File: src/rtl/spi_slave.sv
// rtl/spi_slave.sv - SPI mode-0 slave with synchronized inputs and RX holding register or FIFO
//
// Optional feature macro: SPI_SLAVE_RX_FIFO_EN (4-entry RX FIFO instead of a single RX register).
//
// Ports:
//   raw_clk   in   single clock, all flops on its rising edge
//   reset     in   synchronous active-high reset
//   cs_n      in   asynchronous chip select, active low
//   sclk      in   asynchronous SPI clock (CPOL=0, CPHA=0)
//   mosi      in   asynchronous serial data in, MSB first
//   miso      out  serial data out, MSB first, 0 while cs_n is high
//   width_16  in   1 = 16-bit words, 0 = 8-bit words (latched at transfer start)
//   data_tx   in   transmit word, [7:0] used in 8-bit mode
//   tx_load   in   strobe: data_tx -> TX holding register
//   data_rx   out  received word, zero-extended in 8-bit mode
//   rx_valid  out  data_rx holds an unconsumed word
//   rx_ack    in   strobe: consume data_rx
//   busy      out  transfer in progress (state SHIFT)
//   overrun   out  sticky: a received word was dropped
module spi_slave #(
    parameter int SYNC_STAGES = 2
) (
    input  logic        raw_clk,
    input  logic        reset,
    input  logic        cs_n,
    input  logic        sclk,
    input  logic        mosi,
    output logic        miso,
    input  logic        width_16,
    input  logic [15:0] data_tx,
    input  logic        tx_load,
    output logic [15:0] data_rx,
    output logic        rx_valid,
    input  logic        rx_ack,
    output logic        busy,
    output logic        overrun
);

    typedef enum logic {IDLE, SHIFT} state_t;

    state_t                 state_q;
    logic [SYNC_STAGES-1:0] cs_sync_q, sclk_sync_q, mosi_sync_q, fill_q;
    logic                   cs_prev_q, sclk_prev_q, armed_q;
    logic                   width_q, miso_q;
    logic [15:0]            tx_hold_q, tx_shift_q;
    logic [14:0]            rx_shift_q;
    logic [3:0]             cnt_q;

    logic        cs_s, sclk_s, mosi_s;
    logic        cs_fall, cs_rise, sclk_rise, sclk_fall;
    logic [3:0]  last_cnt;
    logic        word_done;
    logic [15:0] rx_word;

    assign cs_s   = cs_sync_q[SYNC_STAGES-1];
    assign sclk_s = sclk_sync_q[SYNC_STAGES-1];
    assign mosi_s = mosi_sync_q[SYNC_STAGES-1];

    // The cs chain is preset high on reset; armed_q blocks a false falling edge
    // while that preset drains out, so a reset mid-transfer waits for a fresh select.
    assign cs_fall   = armed_q & cs_prev_q & ~cs_s;
    assign cs_rise   = ~cs_prev_q & cs_s;
    assign sclk_rise = ~sclk_prev_q & sclk_s;
    assign sclk_fall = sclk_prev_q & ~sclk_s;

    assign last_cnt  = width_q ? 4'd15 : 4'd7;
    assign word_done = (state_q == SHIFT) && !cs_rise && sclk_rise && (cnt_q == last_cnt);
    assign rx_word   = width_q ? {rx_shift_q, mosi_s} : {8'h00, rx_shift_q[6:0], mosi_s};

    assign miso = miso_q & ~cs_n;
    assign busy = (state_q == SHIFT);

    always_ff @(posedge raw_clk) begin
        if (reset) begin
            cs_sync_q   <= '1;
            sclk_sync_q <= '0;
            mosi_sync_q <= '0;
            fill_q      <= '0;
            cs_prev_q   <= 1'b1;
            sclk_prev_q <= 1'b0;
            armed_q     <= 1'b0;
            state_q     <= IDLE;
            width_q     <= 1'b0;
            miso_q      <= 1'b0;
            tx_hold_q   <= '0;
            tx_shift_q  <= '0;
            rx_shift_q  <= '0;
            cnt_q       <= '0;
        end else begin
            cs_sync_q   <= {cs_sync_q[SYNC_STAGES-2:0], cs_n};
            sclk_sync_q <= {sclk_sync_q[SYNC_STAGES-2:0], sclk};
            mosi_sync_q <= {mosi_sync_q[SYNC_STAGES-2:0], mosi};
            fill_q      <= {fill_q[SYNC_STAGES-2:0], 1'b1};
            cs_prev_q   <= cs_s;
            sclk_prev_q <= sclk_s;
            if (fill_q[SYNC_STAGES-1] && cs_s) begin
                armed_q <= 1'b1;
            end
            if (tx_load) begin
                tx_hold_q <= data_tx;
            end
            case (state_q)
                IDLE: begin
                    miso_q <= 1'b0;
                    if (cs_fall) begin
                        state_q    <= SHIFT;
                        width_q    <= width_16;
                        tx_shift_q <= tx_hold_q;
                        cnt_q      <= '0;
                        miso_q     <= width_16 ? tx_hold_q[15] : tx_hold_q[7];
                    end
                end
                SHIFT: begin
                    if (cs_rise) begin
                        state_q <= IDLE;
                        cnt_q   <= '0;
                        miso_q  <= 1'b0;
                    end else if (sclk_rise) begin
                        rx_shift_q <= {rx_shift_q[13:0], mosi_s};
                        if (cnt_q == last_cnt) begin
                            cnt_q      <= '0;
                            tx_shift_q <= tx_hold_q;
                        end else begin
                            cnt_q <= cnt_q + 4'd1;
                        end
                    end else if (sclk_fall) begin
                        // cnt_q bits already sampled; the next one counts down from the MSB.
                        miso_q <= tx_shift_q[last_cnt - cnt_q];
                    end
                end
                default: state_q <= IDLE;
            endcase
        end
    end

`ifdef SPI_SLAVE_RX_FIFO_EN
    logic [15:0] fifo_q [4];
    logic [1:0]  wr_ptr_q, rd_ptr_q;
    logic [2:0]  count_q;
    logic        fifo_pop, fifo_push, fifo_full;

    assign fifo_full = (count_q == 3'd4);
    assign fifo_pop  = rx_ack && (count_q != 3'd0);
    assign fifo_push = word_done && (!fifo_full || fifo_pop);
    assign rx_valid  = (count_q != 3'd0);
    assign data_rx   = rx_valid ? fifo_q[rd_ptr_q] : 16'h0000;

    always_ff @(posedge raw_clk) begin
        if (reset) begin
            for (int i = 0; i < 4; i++) begin
                fifo_q[i] <= '0;
            end
            wr_ptr_q  <= '0;
            rd_ptr_q  <= '0;
            count_q   <= '0;
            overrun   <= 1'b0;
        end else begin
            if (fifo_push) begin
                fifo_q[wr_ptr_q] <= rx_word;
                wr_ptr_q         <= wr_ptr_q + 2'd1;
            end
            if (fifo_pop) begin
                rd_ptr_q <= rd_ptr_q + 2'd1;
            end
            count_q <= count_q + {2'b00, fifo_push} - {2'b00, fifo_pop};
            if (word_done && fifo_full && !fifo_pop) begin
                overrun <= 1'b1;
            end
        end
    end
`else
    always_ff @(posedge raw_clk) begin
        if (reset) begin
            data_rx  <= '0;
            rx_valid <= 1'b0;
            overrun  <= 1'b0;
        end else if (word_done) begin
            // An ack in the completion cycle frees the register for the new word.
            if (rx_valid && !rx_ack) begin
                overrun <= 1'b1;
            end else begin
                data_rx  <= rx_word;
                rx_valid <= 1'b1;
            end
        end else if (rx_ack) begin
            rx_valid <= 1'b0;
        end
    end
`endif

endmodule

File: config.mk
export PLATFORM = sky130hd
export DESIGN_NAME = spi_slave
export DESIGN_NICKNAME = d
export VERILOG_FILES = /design/src/rtl/spi_slave.sv
export SDC_FILE = /design/constraint.sdc
export NUM_CORES = 1
export LEC_CHECK = 0
export ABC_AREA = 1
export BUFFER_PORTS_ARGS = -buffer_cell sky130_fd_sc_hd__buf_2
export CORE_MARGIN = 5
export CORE_UTILIZATION = 35
export DETAILED_ROUTE_END_ITERATION = 10
export PLACE_DENSITY = 0.56
export SLEW_MARGIN = 15
export SYNTH_ARGS = -nofsm -noshare
export SYNTH_HDL_FRONTEND = slang
export SYNTH_SLANG_ARGS = --single-unit
File: constraint.sdc
create_clock -name raw_clk -period 2.3 [get_ports raw_clk]
set_input_delay 0.345 -clock raw_clk [delete_from_list [all_inputs] [get_ports raw_clk]]
set_output_delay 0.345 -clock raw_clk [all_outputs]
set_load 0.01 [all_outputs]
==> run_results.csv, run 1 <==
group,metric,value,unit
clocking,clockBufferDepth,2,
worst_setup_path,cp_slowest_cell,"nor2_4",
floorplanning,initial_core_util,0.354,
routing,avgRoutedWirePerCell,11.3,microns
routing,drc,0,
clocking,htreeDepth,3,
logic_synthesis,yosysWarningCount,0,
sta,clock.fmax,0.523,GHz
worst_setup_path,crit_buf_inv,1,
worst_setup_path,worstRegToRegCells,8,
clocking,clk_latency,0.35,ns
floorplanning,die_w,106,microns
clocking,cts_setup_buffers,0,
sta,hold_viol,0,
worst_setup_path,critPathMaxFanout,24,
routing,drt_iter0_drc,141,
power_and_ir_drop,ir_worst_vdd,0.262,mV
sta,period_minus_slack,1.91,ns
sta,hold_ws,0.188,ns
worst_setup_path,critPathCapture,"tx_shift_q[1]",
logic_synthesis,synth_edf_count,0,
flow_run,maxCapViolations,0,
global_routing,grt_max_degree,53,
sta,setup_violations,0,
floorplanning,dieArea,11200,sq um
logic_synthesis,synth_cells,407,
clocking,cts_buffers,9,
clocking,clk_pin_slew,0.09,ns
logic_synthesis,ys_ff_latch,83,
worst_setup_path,critPathLaunchType,"register",
global_routing,grt_pass1_wl,10900,microns
clocking,hold_buffers,0,
finish,area_delta_synth_final,13.7,%
global_routing,grt.overflow.total,0,
finish,final_cell_mix,"nor2_1, dfxtp_1, o21ai_0",
clocking,clock_sinks,83,
clocking,cts_resized,0,
power_and_ir_drop,power.density,706,nW/um^2
global_routing,gr-usage-all-layers,0.118,
clocking,clockRootBuffer,"clkbuf_8",
worst_setup_path,reg2reg_slack,0.39,ns
logic_synthesis,ys_seq_area_frac,0.515,
worst_hold_path,hold_path.class,"in2reg",
worst_setup_path,crit_chain,"inv_2 -> nor2_2 -> nor2_4 -> nand2_2 -> nor2_8 -> nor2_4 -> o21ai_0 -> a21oi_1",
worst_setup_path,reg2reg_from,"cs_sync_q[1]",
placed_design,gp_congestion,0.847,
placed_design,dp_cells,544,
floorplanning,rows,35,
worst_setup_path,crit_family,"simple AND/OR/NAND/NOR gates",
power_and_ir_drop,p_leak,0.00153,uW
sta,worstMarginPinSlew,0.616,ns
logic_synthesis,postSynth.asyncResetShare,0,
finish,layout.nets,469,
global_routing,antenna_found_initial,0,
logic_synthesis,synth_area,3230,sq um
clocking,cts_tree,"built",
placed_design,hpwl,4370,microns
finish,final_cells,560,
logic_synthesis,syn_area_per_cell,7.93,sq um
routing,drt_wl_total,6320,microns
logic_synthesis,synth_ff_type,"dfxtp_1",
routing,via_per_inst,4.72,
sta,fin_skew,0.0199,ns
sta,finalSetupTns,0,ns
worst_setup_path,crit_path_start,"cs_sync_q[1]",
sta,maxSlewHeadroom,0.588,
placed_design,port_buffers,43,
floorplanning,io_pins,44,
finish,final_common_cell,"nor2_1",
sta,rsz0062_at_grt,"no",
worst_setup_path,crit_path_end_kind,"register",
logic_synthesis,synth_cell_types,27,
worst_setup_path,crit_type,"reg2reg",
worst_setup_path,critical_path_arrival,2.18,ns
finish,num_antenna_cells,0,
global_routing,grt_pass1_vias,2483,
routing,postRouteAntennaNets,0,
finish,drive_gt1_frac,0.203,
worst_setup_path,cpPeakStageDelay,0.51,ns
worst_setup_path,crit_required,2.57,ns
worst_setup_path,path_depth,8,
sta,period_share,0.832,
routing,vias,2641,
logic_synthesis,synth.net_count,432,
floorplanning,core_area,9110,sq um
routing,drtPass1Iterations,4,
worst_setup_path,r2r_end,"tx_shift_q[1]",
worst_setup_path,cp_common_cell,"nor2_4",
floorplanning,die_y,106,microns
status,run_status,"complete, no violations",
sta,final-max-slew-violation-count,0,
==> routing by layer <==
metal  vias to the layer above  global-route usage  part of all wire  routed length [microns]
met5                         -                   0                 0                        0
met4                         0              0.0509             0.018                      115
met3                         9              0.0322             0.034                      214
met2                        35               0.190              0.46                     2890
met1                      1195               0.147              0.49                     3100
li1                       1402                   -                 -                        -
==> flip-flops by register name, summed over array words and instances, names as in the netlist, 4 cells and up <==
| register | cells |
|---|---|
| data_rx | 16 |
| tx_hold_q | 16 |
| tx_shift_q | 16 |
| rx_shift_q | 15 |
| cnt_q | 4 |
==> final cells by class <==
| class | instances | area (sq um) |
|---|---|---|
| fill | 965 | 5440 |
| multi-input combinational | 270 | 1320 |
| clock inverter | 6 | 47.5 |
| tap | 111 | 139 |
| timing repair buffer | 46 | 238 |
| inverter | 34 | 128 |
| sequential | 83 | 1660 |
| clock buffer | 10 | 138 |
==> Yosys cell counts, types with 3 or more instances <==
cell type  count  share of area
o21ai_1        3         0.0047
buf_2          3         0.0047
buf_6          5          0.017
nand4_1        9          0.017
a211oi_1       3         0.0070
a21oi_1       33          0.051
nor2_2         3         0.0058
o21ai_2        6          0.016
a21oi_2        6          0.016
nand3_1       21          0.033
or2_2          4         0.0078
dfxtp_1       83           0.51
inv_2          3         0.0035
o21ai_0       46          0.071
clkbuf_1      10          0.012
inv_1         29          0.034
nor2_1        86           0.10
nand2_1       42          0.049
==> stage by stage <==
stage	util	power [uW]	cell area (sq um)	setup WS, ns
6_report	0.403	2590	3670	0.386
3_5_place_dp	0.382	1660	3480	0.370
2_1_floorplan	-	1620	3230	0.852
4_1_cts	0.403	2630	3670	0.328
3_3_place_gp	0.382	1660	3480	0.460
5_1_grt	0.403	2710	3670	0.133
==> report_power, final <==
part           switching [uW]  internal [uW]  leakage [uW]
registers                21.8           1470      0.000676
clock network             534            430     0.0000868
logic                    80.7           50.8      0.000764
total                     636           1950       0.00153
==> how the worst min path moves through the flow <==
stage | start | endpoint | slack, ns | cells after the start
after floorplan | fill_q[0] | fill_q[1] | 0.39 | 2
after global placement | fill_q[0] | fill_q[1] | 0.39 | 2
after detailed placement | sclk_sync_q[0] | sclk_sync_q[1] | 0.39 | 2
after CTS | mosi | mosi_sync_q[0] | 0.17 | 3
after global routing | mosi | mosi_sync_q[0] | 0.18 | 3
final | sclk | sclk_sync_q[0] | 0.19 | 3
==> tightest hold or removal path, stage by stage <==
cell and delay, ns:
buf_2 0.07, inv_1 0.03, nor2_1 0.06
==> cell families after synthesis <==
kind of cell | count (synthesis) | share of synthesized area
flops | 83 | 0.515
compound gates | 97 | 0.167
simple gates | 172 | 0.238
buf+inv | 54 | 0.0768
fa+ha+maj | 1 | 0.00388
Power figures use the tool's default switching activity.
==> run 2: changes to the inputs <==
--- a/config.mk
+++ b/config.mk
@@ -5,12 +5,12 @@
 export SDC_FILE = /design/constraint.sdc
 export NUM_CORES = 1
 export LEC_CHECK = 0
-export ABC_AREA = 1
+export ABC_AREA = 0
 export BUFFER_PORTS_ARGS = -buffer_cell sky130_fd_sc_hd__buf_2
 export CORE_MARGIN = 5
 export CORE_UTILIZATION = 35
 export DETAILED_ROUTE_END_ITERATION = 10
-export PLACE_DENSITY = 0.56
+export PLACE_DENSITY = 0.58
 export SLEW_MARGIN = 15
 export SYNTH_ARGS = -nofsm -noshare
 export SYNTH_HDL_FRONTEND = slang
==> constraint.sdc (replaced) <==
create_clock -name raw_clk -period 1.7 [get_ports raw_clk]
set_input_delay 0.255 -clock raw_clk [delete_from_list [all_inputs] [get_ports raw_clk]]
set_output_delay 0.255 -clock raw_clk [all_outputs]
set_load 0.01 [all_outputs]
==> run_results.csv, run 2 <==
group,metric,value,unit
sta,maxSlewHeadroom,0.695,
routing,drt_wl_total,6090,microns
power_and_ir_drop,ir_worst_vdd,0.549,mV
worst_hold_path,hold_path.class,"in2reg",
logic_synthesis,synth_cells,341,
worst_setup_path,crit_required,1.92,ns
worst_setup_path,worstRegToRegCells,6,
clocking,clk_latency,0.34,ns
routing,vias,2375,
placed_design,gp_congestion,0.753,
routing,postRouteAntennaNets,0,
worst_setup_path,crit_path_end_kind,"register",
power_and_ir_drop,p_switching,794,uW
worst_hold_path,holdPathStages,2,
sta,rsz0062_at_grt,"no",
logic_synthesis,ys_seq_area_frac,0.525,
floorplanning,io_pins,44,
routing,avgRoutedWirePerCell,12.2,microns
placed_design,port_buffers,43,
logic_synthesis,synth_cell_types,39,
routing,drt_iter0_drc,111,
worst_setup_path,r2r_end,"tx_shift_q[12]",
worst_setup_path,reg2reg_from,"cnt_q[3]",
floorplanning,initial_core_util,0.361,
worst_hold_path,hold_start,"cs_n",
logic_synthesis,yosys.area.top_type_share,0.525,
finish,regArea,1660,sq um
clocking,clockBufferDepth,2,
logic_synthesis,yosysWarningCount,0,
global_routing,grt_pass1_vias,2204,
sta,fin_skew,0.0102,ns
sta,clock.fmax,0.627,GHz
finish,reg_top3,"data_rx x16, tx_hold_q x16, tx_shift_q x16",
routing,drtPass1Iterations,5,
power_and_ir_drop,cell_internal_pwr,2590,uW
clocking,cts_tree,"built",
power_and_ir_drop,clkPwrFrac,0.365,
global_routing,antenna_found_initial,0,
floorplanning,die_y,105,microns
clocking,clk_pin_slew,0.08,ns
logic_synthesis,synth_area,3160,sq um
logic_synthesis,synth_area_leaders,"dfxtp_1, mux2i_1, nand2_1",
logic_synthesis,yosysMostFrequentCell,"dfxtp_1",
worst_setup_path,critPathLaunchType,"register",
finish,drive_gt1_frac,0.208,
finish,final_util,0.421,
global_routing,grt.overflow.total,0,
logic_synthesis,ys_ff_latch,83,
worst_setup_path,reg2reg_slack,0.10,ns
logic_synthesis,synth_ff_type,"dfxtp_1",
sta,period_share,0.939,
floorplanning,rows,34,
worst_setup_path,critPathMaxFanout,16,
sta,hold_viol,0,
logic_synthesis,postSynth.asyncResetShare,0,
routing,drc,0,
worst_setup_path,critical_path_arrival,1.81,ns
sta,period_minus_slack,1.60,ns
power_and_ir_drop,switching_share,0.234,
global_routing,gr-usage-all-layers,0.114,
worst_hold_path,worstHoldEndpoint,"cs_sync_q[0]",
power_and_ir_drop,p_leak,0.00157,uW
global_routing,grt_pass1_wl,10400,microns
logic_synthesis,synth.net_count,366,
finish,area_delta_synth_final,16.7,%
clocking,cts_setup_buffers,0,
sta,worstMarginPinSlew,0.458,ns
sta,finalSetupTns,0,ns
finish,final_common_cell,"dfxtp_1",
finish,nFillCells,870,
worst_setup_path,crit_type,"reg2reg",
clocking,cts_buffers,9,
floorplanning,dieArea,11000,sq um
floorplanning,core_area,8760,sq um
logic_synthesis,yosys.area.top_type,"dfxtp_1",
sta,final-max-slew-violation-count,0,
power_and_ir_drop,pwr-share-seq,0.591,
finish,num_antenna_cells,0,
logic_synthesis,synth_edf_count,0,
finish,layout.nets,410,
status,run_status,"complete, no violations",
clocking,clock_sinks,83,
clocking,clockRootBuffer,"clkbuf_8",
global_routing,grt_max_degree,81,
routing,via_per_inst,4.77,
finish,final_cell_mix,"dfxtp_1, nand2_1, buf_2",
clocking,htreeDepth,3,
power_and_ir_drop,comb_power_share,0.044,
floorplanning,die_w,105,microns
sta,setup_violations,0,
flow_run,maxCapViolations,0,
placed_design,hpwl,4260,microns
logic_synthesis,syn_area_per_cell,9.28,sq um
power_and_ir_drop,power.density,917,nW/um^2
finish,multi_input_area,1370,sq um
logic_synthesis,synth_top_cells_by_count,"dfxtp_1, nand2_1, nor2_1",
[run 2: cell count changes after synthesis, sizes merged, moves of 11 or more]
| cell | previous run | this run |
|---|---|---|
| o21ai | 55 | 4 |
| nor2 | 92 | 42 |
| mux2i | 0 | 37 |
| inv | 32 | 2 |
| nand2 | 45 | 61 |
| nand3 | 22 | 11 |
[run 2: cell families (layout without fill, tap and decap cells)]
logic type / after synthesis / in the layout / synth area share
XOR/XNOR: 2 / 2 / 0.00554
AND/OR/NAND/NOR: 141 / 141 / 0.198
buffers and inverters: 23 / 72 / 0.0407
multiplexers: 40 / 40 / 0.135
AO/OA/AOI/OAI: 51 / 51 / 0.0914
flip-flops: 83 / 83 / 0.525
adder cells (fa/ha/maj): 1 / 1 / 0.00396
[run 2: worst max path at each step]
stage                    from             end  slack (ns)  cells past startpoint
finish               cnt_q[3]  tx_shift_q[12]        0.10                      6
global route         cnt_q[3]   tx_shift_q[5]       0.002                      6
CTS                  cnt_q[3]  tx_shift_q[12]         0.1                      6
detailed placement   cnt_q[3]   tx_shift_q[3]        0.13                      6
global placement     cnt_q[1]          miso_q        0.16                      4
floorplan           cs_prev_q   tx_shift_q[4]        0.12                      7
[run 2: critical path, cell delays in order, from the launching register on]
cell and delay (ns):
dfxtp_1 0.38, xor2_1 0.35, nor2_4 0.12, a21oi_4 0.18, buf_12 0.18, mux2i_1 0.19
nor2_1 0.06
[run 2: timing repair]
action                     CTS  global route
gates resized for setup      0             2
setup endpoints to repair    0             9
hold buffers                 0             0
[run 2: cell type report]
cell class | instances | share of cell area
clock inverters | 6 | 0.0136
repair buffers | 54 | 0.0908
clock buffers | 10 | 0.0346
inverters | 2 | 0.00203
multi-input cells | 235 | 0.372
flip-flops and latches | 83 | 0.451
well taps | 108 | 0.0366
[run 2: layer usage]
metal / wire length [microns] / global-route usage / vias to the layer above / share of wire
li1: - / - / 1237 / -
met2: 2800 / 0.175 / 43 / 0.46
met4: 95 / 0.0466 / 0 / 0.016
met5: 0 / 0 / - / 0
met1: 2900 / 0.148 / 1087 / 0.48
met3: 295 / 0.0382 / 8 / 0.048
[run 2: metrics by stage]
step	area [sq um]	instances	worst slack (ns)	hold WS [ns]	power [uW]
5_1_grt	3690	498	0.00161	0.0980	3550
3_3_place_gp	3510	482	0.163	0.397	2190
3_5_place_dp	3510	482	0.128	0.394	2200
6_report	3690	498	0.105	0.117	3390
2_1_floorplan	3160	341	0.117	0.362	2140
4_1_cts	3690	498	0.0976	0.0945	3450
[run 2: power groups by stage]
stage                     clock network [uW]  registers, uW  logic [uW]
after floorplan                            0           2040         101
after global placement                     0           2050         147
after detailed placement                   0           2050         150
after CTS                               1300           2000         150
after global routing                    1370           2010         167
final                                   1240           2000         148
==> run 3: changes to the inputs <==
--- a/config.mk
+++ b/config.mk
@@ -7,10 +7,11 @@
 export LEC_CHECK = 0
 export ABC_AREA = 0
 export BUFFER_PORTS_ARGS = -buffer_cell sky130_fd_sc_hd__buf_2
+export CORE_ASPECT_RATIO = 1.5
 export CORE_MARGIN = 5
-export CORE_UTILIZATION = 35
+export CORE_UTILIZATION = 25
 export DETAILED_ROUTE_END_ITERATION = 10
-export PLACE_DENSITY = 0.58
+export PLACE_DENSITY = 0.46
 export SLEW_MARGIN = 15
 export SYNTH_ARGS = -nofsm -noshare
 export SYNTH_HDL_FRONTEND = slang
==> run_results.csv, run 3 (same netlist as run 2, synthesis figures left out) <==
group,metric,value,unit
status,run_status,"complete, no violations",
sta,fin_ws,0.170,ns
routing,vias,2349,
routing,drtPass1Iterations,4,
finish,multi_input_area,1370,sq um
finish,final_common_cell,"dfxtp_1",
clocking,clk_latency,0.33,ns
power_and_ir_drop,switching_share,0.214,
finish,nFillCells,1326,
global_routing,grt_max_degree,81,
clocking,htreeDepth,3,
worst_setup_path,crit_required,1.96,ns
sta,worstMarginPinSlew,0.468,ns
worst_setup_path,critPathLaunchType,"register",
sta,rsz0062_at_grt,"no",
clocking,clock_sinks,83,
global_routing,grt.overflow.total,0,
global_routing,grt_pass1_wl,11000,microns
worst_setup_path,crit_path_start,"sclk_sync_q[1]",
worst_hold_path,hold_path.class,"in2reg",
power_and_ir_drop,comb_power_share,0.038,
finish,reg_top3,"data_rx x16, tx_hold_q x16, tx_shift_q x16",
routing,drc,0,
floorplanning,dieArea,15000,sq um
worst_setup_path,crit_type,"reg2reg",
power_and_ir_drop,p_leak,0.00161,uW
placed_design,pre_cts_slack,0.0989,ns
placed_design,gp_congestion,0.710,
finish,layout.nets,410,
floorplanning,initial_core_util,0.254,
power_and_ir_drop,power.density,1010,nW/um^2
routing,drt_wl_total,6550,microns
floorplanning,core_area,12400,sq um
worst_setup_path,critPathCapture,"data_rx[13]",
global_routing,grt_pass1_vias,2332,
floorplanning,rows,50,
finish,num_antenna_cells,0,
worst_setup_path,worstRegToRegCells,6,
sta,period_minus_slack,1.53,ns
finish,fin_area,3840,sq um
worst_setup_path,reg2reg_from,"sclk_sync_q[1]",
finish,regArea,1660,sq um
sta,maxSlewHeadroom,0.688,
worst_setup_path,crit_path_end_kind,"register",
floorplanning,io_pins,44,
sta,final-max-slew-violation-count,0,
worst_setup_path,reg2reg_slack,0.17,ns
floorplanning,die_y,148,microns
power_and_ir_drop,pwr-share-seq,0.515,
power_and_ir_drop,p_switching,832,uW
worst_hold_path,hold_start,"cs_n",
sta,hold_viol,0,
power_and_ir_drop,clkPwrFrac,0.447,
worst_setup_path,cp_slowest_cell,"dfxtp_1",
routing,avgRoutedWirePerCell,12.0,microns
finish,final_cell_mix,"dfxtp_1, nand2_1, buf_2",
worst_setup_path,critPathMaxFanout,16,
placed_design,port_buffers,43,
routing,postRouteAntennaNets,0,
clocking,cts_buffers,9,
routing,via_per_inst,4.31,
routing,drt_iter0_drc,78,
clocking,clockRootBuffer,"clkbuf_16",
placed_design,hpwl,4670,microns
clocking,cts_setup_buffers,0,
global_routing,antenna_found_initial,0,
clocking,clockBufferDepth,2,
clocking,cts_tree,"built",
sta,finalSetupTns,0,ns
global_routing,gr-usage-all-layers,0.0926,
sta,setup_violations,0,
power_and_ir_drop,ir_worst_vdd,0.496,mV
clocking,clk_pin_slew,0.06,ns
finish,area_delta_synth_final,21.5,%
sta,clock.fmax,0.654,GHz
worst_setup_path,critical_path_arrival,1.79,ns
finish,drive_gt1_frac,0.206,
worst_setup_path,cpPeakStageDelay,0.34,ns
flow_run,maxCapViolations,0,
sta,period_share,0.900,
worst_setup_path,r2r_end,"data_rx[13]",
power_and_ir_drop,cell_internal_pwr,3060,uW
sta,fin_skew,0.00592,ns
worst_setup_path,crit_chain,"nor2b_1 -> and3_4 -> and3_1 -> buf_12 -> nand3_1 -> a21oi_1",
floorplanning,die_w,102,microns
placed_design,postPlaceCellArea,3570,sq um
[run 3: changes by cell type in the layout (fill, tap and decap cells not counted)]
cell       change
dfxtp_1        +1
clkinv_2       +3
clkinv_4       -3
inv_6          -1
clkbuf_1       -1
dfxtp_2        -1
clkbuf_8       -8
clkbuf_16      +9
[run 3: routing by layer]
metal | track usage | routed length (microns) | vias to the layer above
met5 | 0 | 0 | -
met1 | 0.105 | 2830 | 1065
met2 | 0.156 | 3240 | 45
li1 | - | - | 1230
met4 | 0.0414 | 126 | 0
met3 | 0.0302 | 343 | 9
[run 3: timing repair]
item | 4_1_cts | 5_1_grt
gates resized for setup | 0 | 1
endpoints found under the setup margin | 0 | 1
hold buffers | 0 | 0
[run 3: power groups by stage]
stage / Combinational [uW] / Clock, uW / Sequential (uW)
after floorplan: 101 / 0 / 2040
after global placement: 149 / 0 / 2050
after detailed placement: 151 / 0 / 2050
after CTS: 151 / 1820 / 2010
after global routing: 164 / 1900 / 2010
final: 147 / 1740 / 2010
[run 3: how the worst min path moves through the flow]
| stage | to | cells past startpoint |
|---|---|---|
| after floorplan | cs_sync_q[0] | 1 |
| after global placement | cs_sync_q[1] | 1 |
| after detailed placement | cs_sync_q[1] | 1 |
| after CTS | cs_sync_q[0] | 2 |
| after global routing | cs_sync_q[0] | 2 |
| final | cs_sync_q[0] | 2 |
[run 3: final cells by class]
type / instances / share of cell area
clock buffer: 10 / 0.0622
clock inverter: 5 / 0.00782
inverter: 2 / 0.00195
multi-input combinational: 235 / 0.357
sequential: 83 / 0.433
tap: 156 / 0.0508
timing repair buffer: 54 / 0.0873
[run 3: critical path, delay by kind of cell (launching register included)]
family          cells  cell delay (ns)
simple gates        4             0.81
flops               1             0.34
buf+inv             1             0.15
compound gates      1             0.15
[run 3: through the flow]
| stage | hold slack, ns | std cells | power (uW) | util |
|---|---|---|---|---|
| 6_report | 0.129 | 545 | 3900 | 0.309 |
| 5_1_grt | 0.116 | 545 | 4070 | 0.309 |
| 4_1_cts | 0.112 | 545 | 3980 | 0.309 |
| 3_3_place_gp | 0.395 | 530 | 2200 | 0.287 |
| 3_5_place_dp | 0.398 | 530 | 2200 | 0.287 |
| 2_1_floorplan | 0.362 | 341 | 2140 | - |
